### src/rtl/apb_bridge_pkg.sv
// Shared definitions for the multi-slave APB bridge: FSM states, the queued
// command record and the slave-select width helper.
`ifndef APB_ARCH_ADDR_W
`define APB_ARCH_ADDR_W 32
`endif
`ifndef APB_ARCH_DATA_W
`define APB_ARCH_DATA_W 32
`endif

package apb_bridge_pkg;

    localparam int ARCH_ADDR_W = `APB_ARCH_ADDR_W;
    localparam int ARCH_DATA_W = `APB_ARCH_DATA_W;
    localparam int ARCH_STRB_W = ARCH_DATA_W / 8;

    typedef enum logic [1:0] {
        ST_IDLE   = 2'd0,
        ST_SETUP  = 2'd1,
        ST_ACCESS = 2'd2,
        ST_ERR    = 2'd3
    } apb_state_e;

    typedef struct packed {
        logic                   wr;
        logic [ARCH_ADDR_W-1:0] addr;
        logic [ARCH_STRB_W-1:0] strb;
        logic [ARCH_DATA_W-1:0] data;
    } apb_cmd_t;

    // Number of upper address bits used as slave index (none for a single slave).
    function automatic int sel_w(input int num_slv);
        return (num_slv <= 1) ? 0 : $clog2(num_slv);
    endfunction

endpackage

### src/rtl/apb_cmd_fifo.sv
// Synchronous command FIFO with registered full/empty flags.
// Head entry is read asynchronously so the bridge can pop and launch SETUP on the same edge.
module apb_cmd_fifo
    import apb_bridge_pkg::*;
#(
    parameter type T     = apb_cmd_t,
    parameter int  DEPTH = 4
) (
    input  logic clk,
    input  logic rst,
    input  logic i_push,
    input  T     i_data,
    input  logic i_pop,
    output T     o_data,
    output logic o_full,
    output logic o_empty
);

    localparam int PTR_W = $clog2(DEPTH);
    localparam logic [PTR_W:0] FULL_CNT = DEPTH[PTR_W:0];

    T                 r_mem [DEPTH];
    logic [PTR_W-1:0] r_wr_ptr;
    logic [PTR_W-1:0] r_rd_ptr;
    logic [PTR_W:0]   r_count;
    logic             r_full;
    logic             r_empty;
    logic             w_push;
    logic             w_pop;
    logic [PTR_W:0]   w_count_next;

    assign w_pop  = i_pop && !r_empty;
    // A push into a full FIFO is only legal when the head leaves on the same edge.
    assign w_push = i_push && (!r_full || w_pop);

    always_comb begin
        w_count_next = r_count;
        if (w_push && !w_pop) begin
            w_count_next = r_count + 1'b1;
        end else if (w_pop && !w_push) begin
            w_count_next = r_count - 1'b1;
        end
    end

    always_ff @(posedge clk) begin
        if (rst) begin
            r_wr_ptr <= '0;
            r_rd_ptr <= '0;
            r_count  <= '0;
            r_full   <= 1'b0;
            r_empty  <= 1'b1;
        end else begin
            if (w_push) r_wr_ptr <= r_wr_ptr + 1'b1;
            if (w_pop)  r_rd_ptr <= r_rd_ptr + 1'b1;
            r_count <= w_count_next;
            r_full  <= (w_count_next == FULL_CNT);
            r_empty <= (w_count_next == '0);
        end
    end

    always_ff @(posedge clk) begin
        if (w_push) r_mem[r_wr_ptr] <= i_data;
    end

    assign o_data  = r_mem[r_rd_ptr];
    assign o_full  = r_full;
    assign o_empty = r_empty;

endmodule

### src/rtl/apb_multi_bridge.sv
// Host-request to APB4 bridge: queues requests, decodes the slave from the upper
// address bits and returns one response per request (pslverr, decode error, timeout).
module apb_multi_bridge
    import apb_bridge_pkg::*;
#(
    parameter int ADDR_WIDTH = 32,
    parameter int DATA_WIDTH = 32,
    parameter int STRB_SIZE  = DATA_WIDTH / 8,
    parameter int NUM_SLV    = 4,
    parameter int FIFO_DEPTH = 4,
    parameter int TIMEOUT    = 16
) (
    input  logic                          clk,
    input  logic                          rst,
    input  logic                          trnsfr,
    output logic                          req_ready,
    input  logic                          wr,
    input  logic [ADDR_WIDTH-1:0]         address,
    input  logic [STRB_SIZE-1:0]          strb,
    input  logic [DATA_WIDTH-1:0]         data_in,
    output logic                          rsp_valid,
    output logic                          rsp_wr,
    output logic                          rsp_err,
    output logic [DATA_WIDTH-1:0]         data_out,
    output logic [ADDR_WIDTH-1:0]         paddr,
    output logic                          pwrite,
    output logic [DATA_WIDTH-1:0]         pwdata,
    output logic [STRB_SIZE-1:0]          pstrb,
    output logic                          penable,
    output logic [NUM_SLV-1:0]            psel,
    input  logic [NUM_SLV*DATA_WIDTH-1:0] prdata,
    input  logic [NUM_SLV-1:0]            pready,
    input  logic [NUM_SLV-1:0]            pslverr
);

    localparam int SEL_W = sel_w(NUM_SLV);
    localparam int IDX_W = (SEL_W > 0) ? SEL_W : 1;
    localparam int CNT_W = $clog2(TIMEOUT);
    localparam logic [CNT_W-1:0] TCNT_LAST = CNT_W'(TIMEOUT - 1);

    typedef struct packed {
        logic                  wr;
        logic [ADDR_WIDTH-1:0] addr;
        logic [STRB_SIZE-1:0]  strb;
        logic [DATA_WIDTH-1:0] data;
    } cmd_t;

    cmd_t                  w_push_cmd;
    cmd_t                  w_head;
    logic                  w_fifo_full;
    logic                  w_fifo_empty;
    logic [IDX_W-1:0]      w_head_idx;
    logic                  w_head_ok;
    logic [NUM_SLV-1:0]    w_head_sel;
    logic [DATA_WIDTH-1:0] w_prdata [NUM_SLV];
    logic                  w_sel_ready;
    logic                  w_sel_err;
    logic [DATA_WIDTH-1:0] w_sel_rdata;
    logic                  w_done;
    logic                  w_take;

    apb_state_e            r_state;
    logic [IDX_W-1:0]      r_idx;
    logic [CNT_W-1:0]      r_tcnt;
    logic                  r_err_wr;
    logic [ADDR_WIDTH-1:0] r_paddr;
    logic                  r_pwrite;
    logic [DATA_WIDTH-1:0] r_pwdata;
    logic [STRB_SIZE-1:0]  r_pstrb;
    logic                  r_penable;
    logic [NUM_SLV-1:0]    r_psel;
    logic                  r_rsp_valid;
    logic                  r_rsp_wr;
    logic                  r_rsp_err;
    logic [DATA_WIDTH-1:0] r_data_out;

    assign w_push_cmd = {wr, address, strb, data_in};

    apb_cmd_fifo #(
        .T     (cmd_t),
        .DEPTH (FIFO_DEPTH)
    ) u_fifo (
        .clk     (clk),
        .rst     (rst),
        .i_push  (trnsfr && !w_fifo_full),
        .i_data  (w_push_cmd),
        .i_pop   (w_take),
        .o_data  (w_head),
        .o_full  (w_fifo_full),
        .o_empty (w_fifo_empty)
    );

    if (SEL_W == 0) begin : g_single
        assign w_head_idx = '0;
        assign w_head_ok  = 1'b1;
    end else begin : g_decode
        assign w_head_idx = w_head.addr[ADDR_WIDTH-1 -: SEL_W];
        assign w_head_ok  = (32'(w_head_idx) < NUM_SLV);
    end

    for (genvar gi = 0; gi < NUM_SLV; gi++) begin : g_slv
        assign w_head_sel[gi] = (w_head_idx == IDX_W'(gi));
        assign w_prdata[gi]   = prdata[gi*DATA_WIDTH +: DATA_WIDTH];
    end

    assign w_sel_ready = pready[r_idx];
    assign w_sel_err   = pslverr[r_idx];
    assign w_sel_rdata = w_prdata[r_idx];
    assign w_done      = (r_state == ST_ACCESS) && (w_sel_ready || (r_tcnt == TCNT_LAST));
    // The head is taken whenever the FSM is (or is about to be) free for a new command.
    assign w_take      = !w_fifo_empty &&
                         ((r_state == ST_IDLE) || (r_state == ST_ERR) || w_done);

    always_ff @(posedge clk) begin
        if (rst) begin
            r_state     <= ST_IDLE;
            r_idx       <= '0;
            r_tcnt      <= '0;
            r_err_wr    <= 1'b0;
            r_paddr     <= '0;
            r_pwrite    <= 1'b0;
            r_pwdata    <= '0;
            r_pstrb     <= '0;
            r_penable   <= 1'b0;
            r_psel      <= '0;
            r_rsp_valid <= 1'b0;
            r_rsp_wr    <= 1'b0;
            r_rsp_err   <= 1'b0;
            r_data_out  <= '0;
        end else begin
            r_rsp_valid <= 1'b0;
            case (r_state)
                ST_IDLE: ;
                ST_SETUP: begin
                    r_penable <= 1'b1;
                    r_tcnt    <= '0;
                    r_state   <= ST_ACCESS;
                end
                ST_ACCESS: begin
                    if (!w_done) begin
                        r_tcnt <= r_tcnt + 1'b1;
                    end else begin
                        // A missing pready at the last count is reported like a slave error.
                        r_rsp_valid <= 1'b1;
                        r_rsp_wr    <= r_pwrite;
                        r_rsp_err   <= !w_sel_ready || w_sel_err;
                        r_data_out  <= (w_sel_ready && !w_sel_err && !r_pwrite) ? w_sel_rdata : '0;
                        r_psel      <= '0;
                        r_penable   <= 1'b0;
                        r_state     <= ST_IDLE;
                    end
                end
                ST_ERR: begin
                    r_rsp_valid <= 1'b1;
                    r_rsp_wr    <= r_err_wr;
                    r_rsp_err   <= 1'b1;
                    r_data_out  <= '0;
                    r_state     <= ST_IDLE;
                end
                default: r_state <= ST_IDLE;
            endcase

            if (w_take) begin
                r_penable <= 1'b0;
                if (w_head_ok) begin
                    r_state  <= ST_SETUP;
                    r_idx    <= w_head_idx;
                    r_psel   <= w_head_sel;
                    r_paddr  <= w_head.addr;
                    r_pwrite <= w_head.wr;
                    r_pwdata <= w_head.wr ? w_head.data : '0;
                    r_pstrb  <= w_head.wr ? w_head.strb : '0;
                end else begin
                    r_state  <= ST_ERR;
                    r_err_wr <= w_head.wr;
                    r_psel   <= '0;
                end
            end
        end
    end

    assign req_ready = !w_fifo_full;
    assign rsp_valid = r_rsp_valid;
    assign rsp_wr    = r_rsp_wr;
    assign rsp_err   = r_rsp_err;
    assign data_out  = r_data_out;
    assign paddr     = r_paddr;
    assign pwrite    = r_pwrite;
    assign pwdata    = r_pwdata;
    assign pstrb     = r_pstrb;
    assign penable   = r_penable;
    assign psel      = r_psel;

endmodule

### config.mk
export PLATFORM = sky130hd
export DESIGN_NAME = apb_multi_bridge
export DESIGN_NICKNAME = d
export VERILOG_FILES = /design/src/rtl/apb_bridge_pkg.sv /design/src/rtl/apb_cmd_fifo.sv /design/src/rtl/apb_multi_bridge.sv
export SDC_FILE = /design/constraint.sdc
export NUM_CORES = 1
export LEC_CHECK = 0
export ABC_AREA = 0
export BUFFER_PORTS_ARGS = -buffer_cell sky130_fd_sc_hd__buf_2
export CAP_MARGIN = 20
export CELL_PAD_IN_SITES_DETAIL_PLACEMENT = 0
export CELL_PAD_IN_SITES_GLOBAL_PLACEMENT = 2
export CORE_MARGIN = 5
export CORE_UTILIZATION = 30
export DETAILED_ROUTE_END_ITERATION = 7
export GPL_TIMING_DRIVEN = 0
export PLACE_DENSITY = 0.64
export SETUP_SLACK_MARGIN = 0.4
export SLEW_MARGIN = 20
export SYNTH_ARGS = -nofsm -noshare
export SYNTH_HDL_FRONTEND = slang
export SYNTH_HIERARCHICAL = 1
export SYNTH_SLANG_ARGS = --single-unit
### constraint.sdc
create_clock -name clk -period 11.74 [get_ports clk]
set_clock_uncertainty 0.1 [all_clocks]
set_input_delay 2.935 -clock clk [delete_from_list [all_inputs] [get_ports clk]]
set_output_delay 2.935 -clock clk [all_outputs]
set_load 0.01 [all_outputs]
## Word level (Yosys, flattened, before mapping)

Memories as Yosys holds them, arrays and structs flattened. A register that Yosys moved wholly into a read port is not among the register bits.
Index checks and enable logic that the tools add are counted.

| word-level totals | value |
|---|---|
| register bits | 126 |
| memory bits (writable) | 276 |
| input bits | 208 |
| output and inout port bits | 110 |
| memories kept | 1 |

| operators by class | value |
|---|---|
| add/subtract/negate cells | 5 |
| $lt $le $gt $ge | 2 |
| equality and inequality tests | 11 |
| multiplexer cells | 34 |
| bitwise gates (word level) | 1 |
| reduce and logical (&&, ||, !) cells | 37 |

Memories:

| name | words | bits a word | rd ports | clocked after Yosys merged registers in | wr ports | line | text |
|---|---|---|---|---|---|---|---|
| u_fifo.r_mem | 4 | 69 | 1 | 1 | 1 | apb_cmd_fifo.sv:22 | `T r_mem [DEPTH];` |

Operators by type and width:

| cell | count |
|---|---|
| 2-to-1 mux 32 bit | 5 |
| binary-select mux 32 bit (select 2 bit) | 1 |
| one-hot mux 32 bit (2 select lines) | 1 |
| 2-to-1 mux 4 bit | 5 |
| AND reduction 2 bit | 6 |
| logical AND 1 bit | 9 |
| 2-to-1 mux 1 bit | 9 |
| equality test 2 bit (second input constant) | 4 |
| one-hot mux 1 bit (2 select lines) | 4 |
| one-hot mux 4 bit (2 select lines) | 1 |
| nonzero test 2 bit | 4 |
| logical NOT 1 bit | 7 |
| 2-to-1 mux 2 bit | 3 |
| 2-to-1 mux 3 bit | 2 |
| one-hot mux 2 bit (3 select lines) | 1 |
| logical OR 1 bit | 5 |
| adder 2 x 1 -> 2 bit (second input constant) | 2 |
| adder 4 x 1 -> 4 bit (second input constant) | 1 |
| binary-select mux 1 bit (select 2 bit) | 2 |
| equality test 2 x 1 -> 1 bit (second input constant) | 2 |
| equality test 4 bit (second input constant) | 1 |
| logical NOT 2 bit | 2 |
| != test 2 bit (second input constant) | 2 |
| nonzero test 4 bit | 1 |
| 10 further kinds | 10 |

## Depth between registers and ports, before layout

| depth | value |
|---|---|
| word-level depth | 14 |
| mapped depth | 13 |
| gate-level depth less buffers | 9 |

## Cells and area by module

The synthesis kept the hierarchy.

Modules (own cells, without submodules):

| module | times used | cells an instance | area an instance (µm²) | sequential area each (µm²) |
|---|---|---|---|---|
| apb_cmd_fifo | 1 | 418 | 10506.3 | 8508.2 |
| apb_multi_bridge | 1 | 540 | 5069.9 | 2302.2 |

## Least setup slack after synthesis

No wires, ideal clock.

| timing path | value |
|---|---|
| kind | input-to-reg |
| start | in pready[1] |
| end | mem u_fifo/r_mem[0][0] (netlist name) (enable) |
| data arrival time | 5.927 ns |
| setup slack | 5.278 ns |
| stages on the path | 9 |
| path buffers | 3 |
| cell sequence | mux4_2 o311ai_4 inv_2 buf_2 buf_4 nor2b_1 buf_4 o21a_1 and2_1 |

| between the ends | value |
|---|---|
| cells in the longest elaborated chain, start to end | 11 |

RTL lines:

| item | line | text |
|---|---|---|
| from (decl) | apb_multi_bridge.sv:32 | `input logic [NUM_SLV-1:0] pready,` |
| binary-select mux 1 bit (select 2 bit) | apb_multi_bridge.sv:106 | `assign w_sel_ready = pready[r_idx];` |
| 2-to-1 mux 1 bit (not written as such) | apb_multi_bridge.sv:106 |  |
| logical OR 1 bit | apb_multi_bridge.sv:109 | `assign w_done = (r_state == ST_ACCESS) && (w_sel_ready \|\| (r_tcnt == TCNT_LAST));` |
| logical AND 1 bit | apb_multi_bridge.sv:109 |  |
| logical OR 1 bit | apb_multi_bridge.sv:112 | `((r_state == ST_IDLE) \|\| (r_state == ST_ERR) \|\| w_done);` |
| logical AND 1 bit | apb_multi_bridge.sv:111 | `assign w_take = !w_fifo_empty &&` |
| named net w_take | apb_multi_bridge.sv:60 | `logic w_take;` |
| logical AND 1 bit | apb_cmd_fifo.sv:32 | `assign w_pop = i_pop && !r_empty;` |
| logical OR 1 bit | apb_cmd_fifo.sv:34 | `assign w_push = i_push && (!r_full \|\| w_pop);` |
| logical AND 1 bit | apb_cmd_fifo.sv:34 |  |
| 2-to-1 mux 1 bit | apb_cmd_fifo.sv:62 | `if (w_push) r_mem[r_wr_ptr] <= i_data;` |
| 2-to-1 mux 1 bit (not written as such) | apb_cmd_fifo.sv:62 |  |
| to (decl) | apb_cmd_fifo.sv:22 |  |

The timed path passes the listed nets, and every way through them passes these cells. The select of a mux whose other input is x is not followed.

## Worst setup path after layout

| timing path | value |
|---|---|
| start | in pready[3] |
| end | mem u_fifo/r_mem[3][13] (netlist name) (enable) |

The elaborated chain is that of the path after synthesis.

==> impl_metrics.env <==
export IMPL_synth_area_leader_cell="edfxtp_1"
export IMPL_worst_setup_path_type="primary input to flip-flop"
export IMPL_cts_tree="yes"
export IMPL_crit_path_max_fanout=33
export IMPL_synthMostInstantiatedCell="edfxtp_1"
export IMPL_critPathMaxStageDelay_ns=0.60
export IMPL_chipHeight_um=238
export IMPL_yosysWarningCount=6
export IMPL_fmax_mhz=171
export IMPL_slew_headroom_pct=28.9
export IMPL_combPwrFrac_pct=25.5
export IMPL_fin_tns_setup_ns=0
export IMPL_cts_resized_gates=0
export IMPL_syn_area_per_cell_um2=16.3
export IMPL_worstMarginPinSlew_ns=1.07
export IMPL_cts_made_buffers=45
export IMPL_rr_startpoint="r_tcnt[0]"
export IMPL_synth_main_ff_cell="edfxtp_1"
export IMPL_clk_latency_ns=0.57
export IMPL_drv_slew=0
export IMPL_start_kind="primary input"
export IMPL_final_min_clock_period_ns=5.84
export IMPL_gr_total_overflow=0
export IMPL_drt_iter0_markers=414
export IMPL_p_int_mw=2.90
export IMPL_p_per_area_mw_per_mm2=213
export IMPL_ys_types=49
export IMPL_regToRegEndpoint="u_fifo/r_mem[2][13]"
export IMPL_die_width_um=238
export IMPL_critPathTopFamily="buffers and inverters"
export IMPL_viasPerCell=4.66
export IMPL_drive_above_1_share_pct=39.8
export IMPL_ys_seq_area_share_pct=69.4
export IMPL_netlist_instances=958
export IMPL_async_reset_ff_share_pct=0
export IMPL_setup_viol=0
export IMPL_drt_wl_total_um=44200
export IMPL_cap_violations=0
export IMPL_cts_setup_buffers=0
export IMPL_vdd_drop_max_v=0.000114
export IMPL_slowest_stage="mux4_2"
export IMPL_initial_core_util_pct=30.3
export IMPL_ctsLongestPathBuffers=3
export IMPL_dr_pass1_iters=4
export IMPL_cts_sinks=402
export IMPL_rsz0062_at_grt="no"
export IMPL_switching_share_pct=30.3
export IMPL_grt_pass1_vias=10000
export IMPL_status="complete, no violations"
export IMPL_p_leak_nw=7.18
export IMPL_drc=0
export IMPL_postPlaceCellArea_mm2=0.0182
export IMPL_synth_fp_nets=1177
export IMPL_nNetsFinal=1547
export IMPL_vias=9541
export IMPL_clk_pin_slew_ns=0.06
export IMPL_synthToLayoutAreaGrowth_pct=25.7
export IMPL_p_total_mw=4.16
export IMPL_crit_arrival_ns=6.04
export IMPL_crit_end="u_fifo/r_mem[3][13]"
export IMPL_grt_pass1_wl_um=64700
export IMPL_synth_common_cells="edfxtp_1 (276), dfxtp_1 (126), nand2_1 (105), mux4_2 (102), a21oi_1 (76)"
export IMPL_ioPinCount=318
export IMPL_p_sw_mw=1.26
export IMPL_synth_seq_cells=402
export IMPL_synth_area_leaders="edfxtp_1 (53%), dfxtp_1 (16%), mux4_2 (15%)"
export IMPL_endpoint_kind="flip-flop"
export IMPL_crit_chain="buf_2 > mux4_2 > o311ai_4 > inv_2 > buf_2 > buf_4 > nor2b_1 > buf_4 > o21a_1 > and2_4 > buf_16 > buf_12"
export IMPL_path_buf_inv=7
export IMPL_htreeDepth=2
export IMPL_synth_top_area_share_pct=53.2
export IMPL_gp_congestion=0.926
export IMPL_grt_usage_pct=15.2
export IMPL_antenna_found_initial=10
export IMPL_reg2reg_depth=12
export IMPL_hold_class="flip-flop to flip-flop"
export IMPL_synth_edf_count=276
export IMPL_hold_buffers=0
export IMPL_required_ns=11.95
export IMPL_fin_area_mm2=0.0196
export IMPL_cts_root_buf="clkbuf_16"
export IMPL_post_route_period_util_pct=49.7
export IMPL_hold_start="pwdata[4]"
export IMPL_pwr_share_clk_pct=32.0
export IMPL_wl_per_cell_um=21.6
export IMPL_grt_max_degree=44
export IMPL_critPathLaunch="pready[3]"
export IMPL_crit_cells=12
export IMPL_core_area_mm2=0.0514
export IMPL_power_share_sequential_pct=42.5
export IMPL_rrSetupSlack_ns=7.86
export IMPL_port_buffers=316
export IMPL_hold_viol_final=0
export IMPL_die_area_mm2=0.0566
export IMPL_timing_hold_ws_ns=0.349
export IMPL_rows=83
export IMPL_syn_cell_area_mm2=0.0156
export IMPL_hpwlAfterDp_um=32300
export IMPL_drtAntennaViolNets=0
==> cell families (layout without fill, tap and decap cells) <==
logic type	after synthesis	after routing	synth area share, %
muxes	107	107	15.1
xor gates and xnor gates	6	6	0.337
and+or+nand+nor	189	189	5.44
buffers and inverters	112	516	3.23
other	0	5	0
DFF	402	402	69.4
adders and majority gates	11	11	0.884
AOI/OAI and AO/OA	131	131	5.63
==> worst min path at each step <==
stage,slack [ns],depth (start not counted),endpoint
after floorplan,0.35,2,r_tcnt[3]
after global placement,0.34,2,pstrb[2]
after detailed placement,0.34,2,pwdata[4]
after CTS,0.35,2,pwdata[4]
after global routing,0.36,2,pwdata[17]
final,0.35,2,pwdata[4]
==> power groups by stage <==
stage / logic, mW / registers (mW) / clock network [mW]
2_1_floorplan: 0.644 / 1.83 / 0
3_3_place_gp: 1.08 / 1.81 / 0
3_5_place_dp: 1.10 / 1.80 / 0
4_1_cts: 1.10 / 1.77 / 1.38
5_1_grt: 1.18 / 1.79 / 1.44
6_report: 1.06 / 1.77 / 1.33
==> area by class of cell <==
cell class | instances | area [um^2]
diodes | 5 | 12.5
well taps | 680 | 851
multi-input cells | 444 | 4270
clock buffers | 53 | 1190
repair buffers | 323 | 1740
flip-flops and latches | 402 | 10800
plain buffers | 64 | 323
clock inverters | 28 | 213
inverters | 48 | 180
fillers | 4962 | 31800
==> layer usage <==
layer / vias up / share of wire [%] / track usage [%]
met1: 4738 / 39 / 18.0
met4: 10 / 1.6 / 3.50
met5: - / 0.15 / 0
met2: 315 / 51 / 27.1
li1: 4422 / - / -
met3: 56 / 8.6 / 5.07
==> layout by cell type (no fill, tap or decap), types with 3 or more instances in the layout <==
| cell | netlist | layout |
|---|---|---|
| edfxtp_1 | 276 | 276 |
| mux2i_1 | 4 | 4 |
| xnor2_1 | 4 | 4 |
| clkinvlp_4 | 0 | 3 |
| dfxtp_1 | 126 | 126 |
| nor2b_1 | 3 | 3 |
| clkinv_2 | 0 | 10 |
| mux4_2 | 102 | 102 |
| o21ai_0 | 6 | 6 |
| clkbuf_8 | 0 | 3 |
| a21oi_1 | 76 | 76 |
| buf_4 | 8 | 8 |
| ha_1 | 11 | 11 |
| clkbuf_1 | 24 | 29 |
| nand3_1 | 42 | 42 |
| buf_6 | 3 | 3 |
| clkinv_1 | 0 | 9 |
| nand2_1 | 105 | 105 |
| or3_1 | 3 | 3 |
| buf_1 | 5 | 5 |
| inv_1 | 47 | 47 |
| clkbuf_16 | 0 | 45 |
| buf_2 | 24 | 340 |
| diode_2 | 0 | 5 |
| buf_12 | 0 | 5 |
| o2bb2ai_1 | 31 | 31 |
| nor2_1 | 16 | 16 |
| and2_4 | 0 | 4 |
| a211oi_1 | 3 | 3 |
==> metrics by stage <==
step           std cells  setup slack [ns]  util [%]
6_report            2047              5.90      38.1
5_1_grt             2043              5.79      38.1
4_1_cts             2042              5.88      38.1
3_5_place_dp        1961              5.27      35.4
3_3_place_gp        1954              2.87      35.0
2_1_floorplan        958              5.28         -
==> worst register-to-register path, delay by kind of cell, from the launching register on <==
family / cells / cell delay, ns
fa+ha+maj: 1 / 0.20
buf+inv: 6 / 1.50
simple gates: 3 / 0.88
flops: 1 / 0.38
compound gates: 2 / 0.44
==> sequential cells by signal (all words and copies together) (netlist names), 3 cells and up, named ones only <==
signal and count:
u_fifo/r_mem 276, data_out 32, pwdata 32, paddr 30, psel 4, pstrb 4, r_tcnt 4, u_fifo/r_count 3
(Power assumes the default switching activity.)
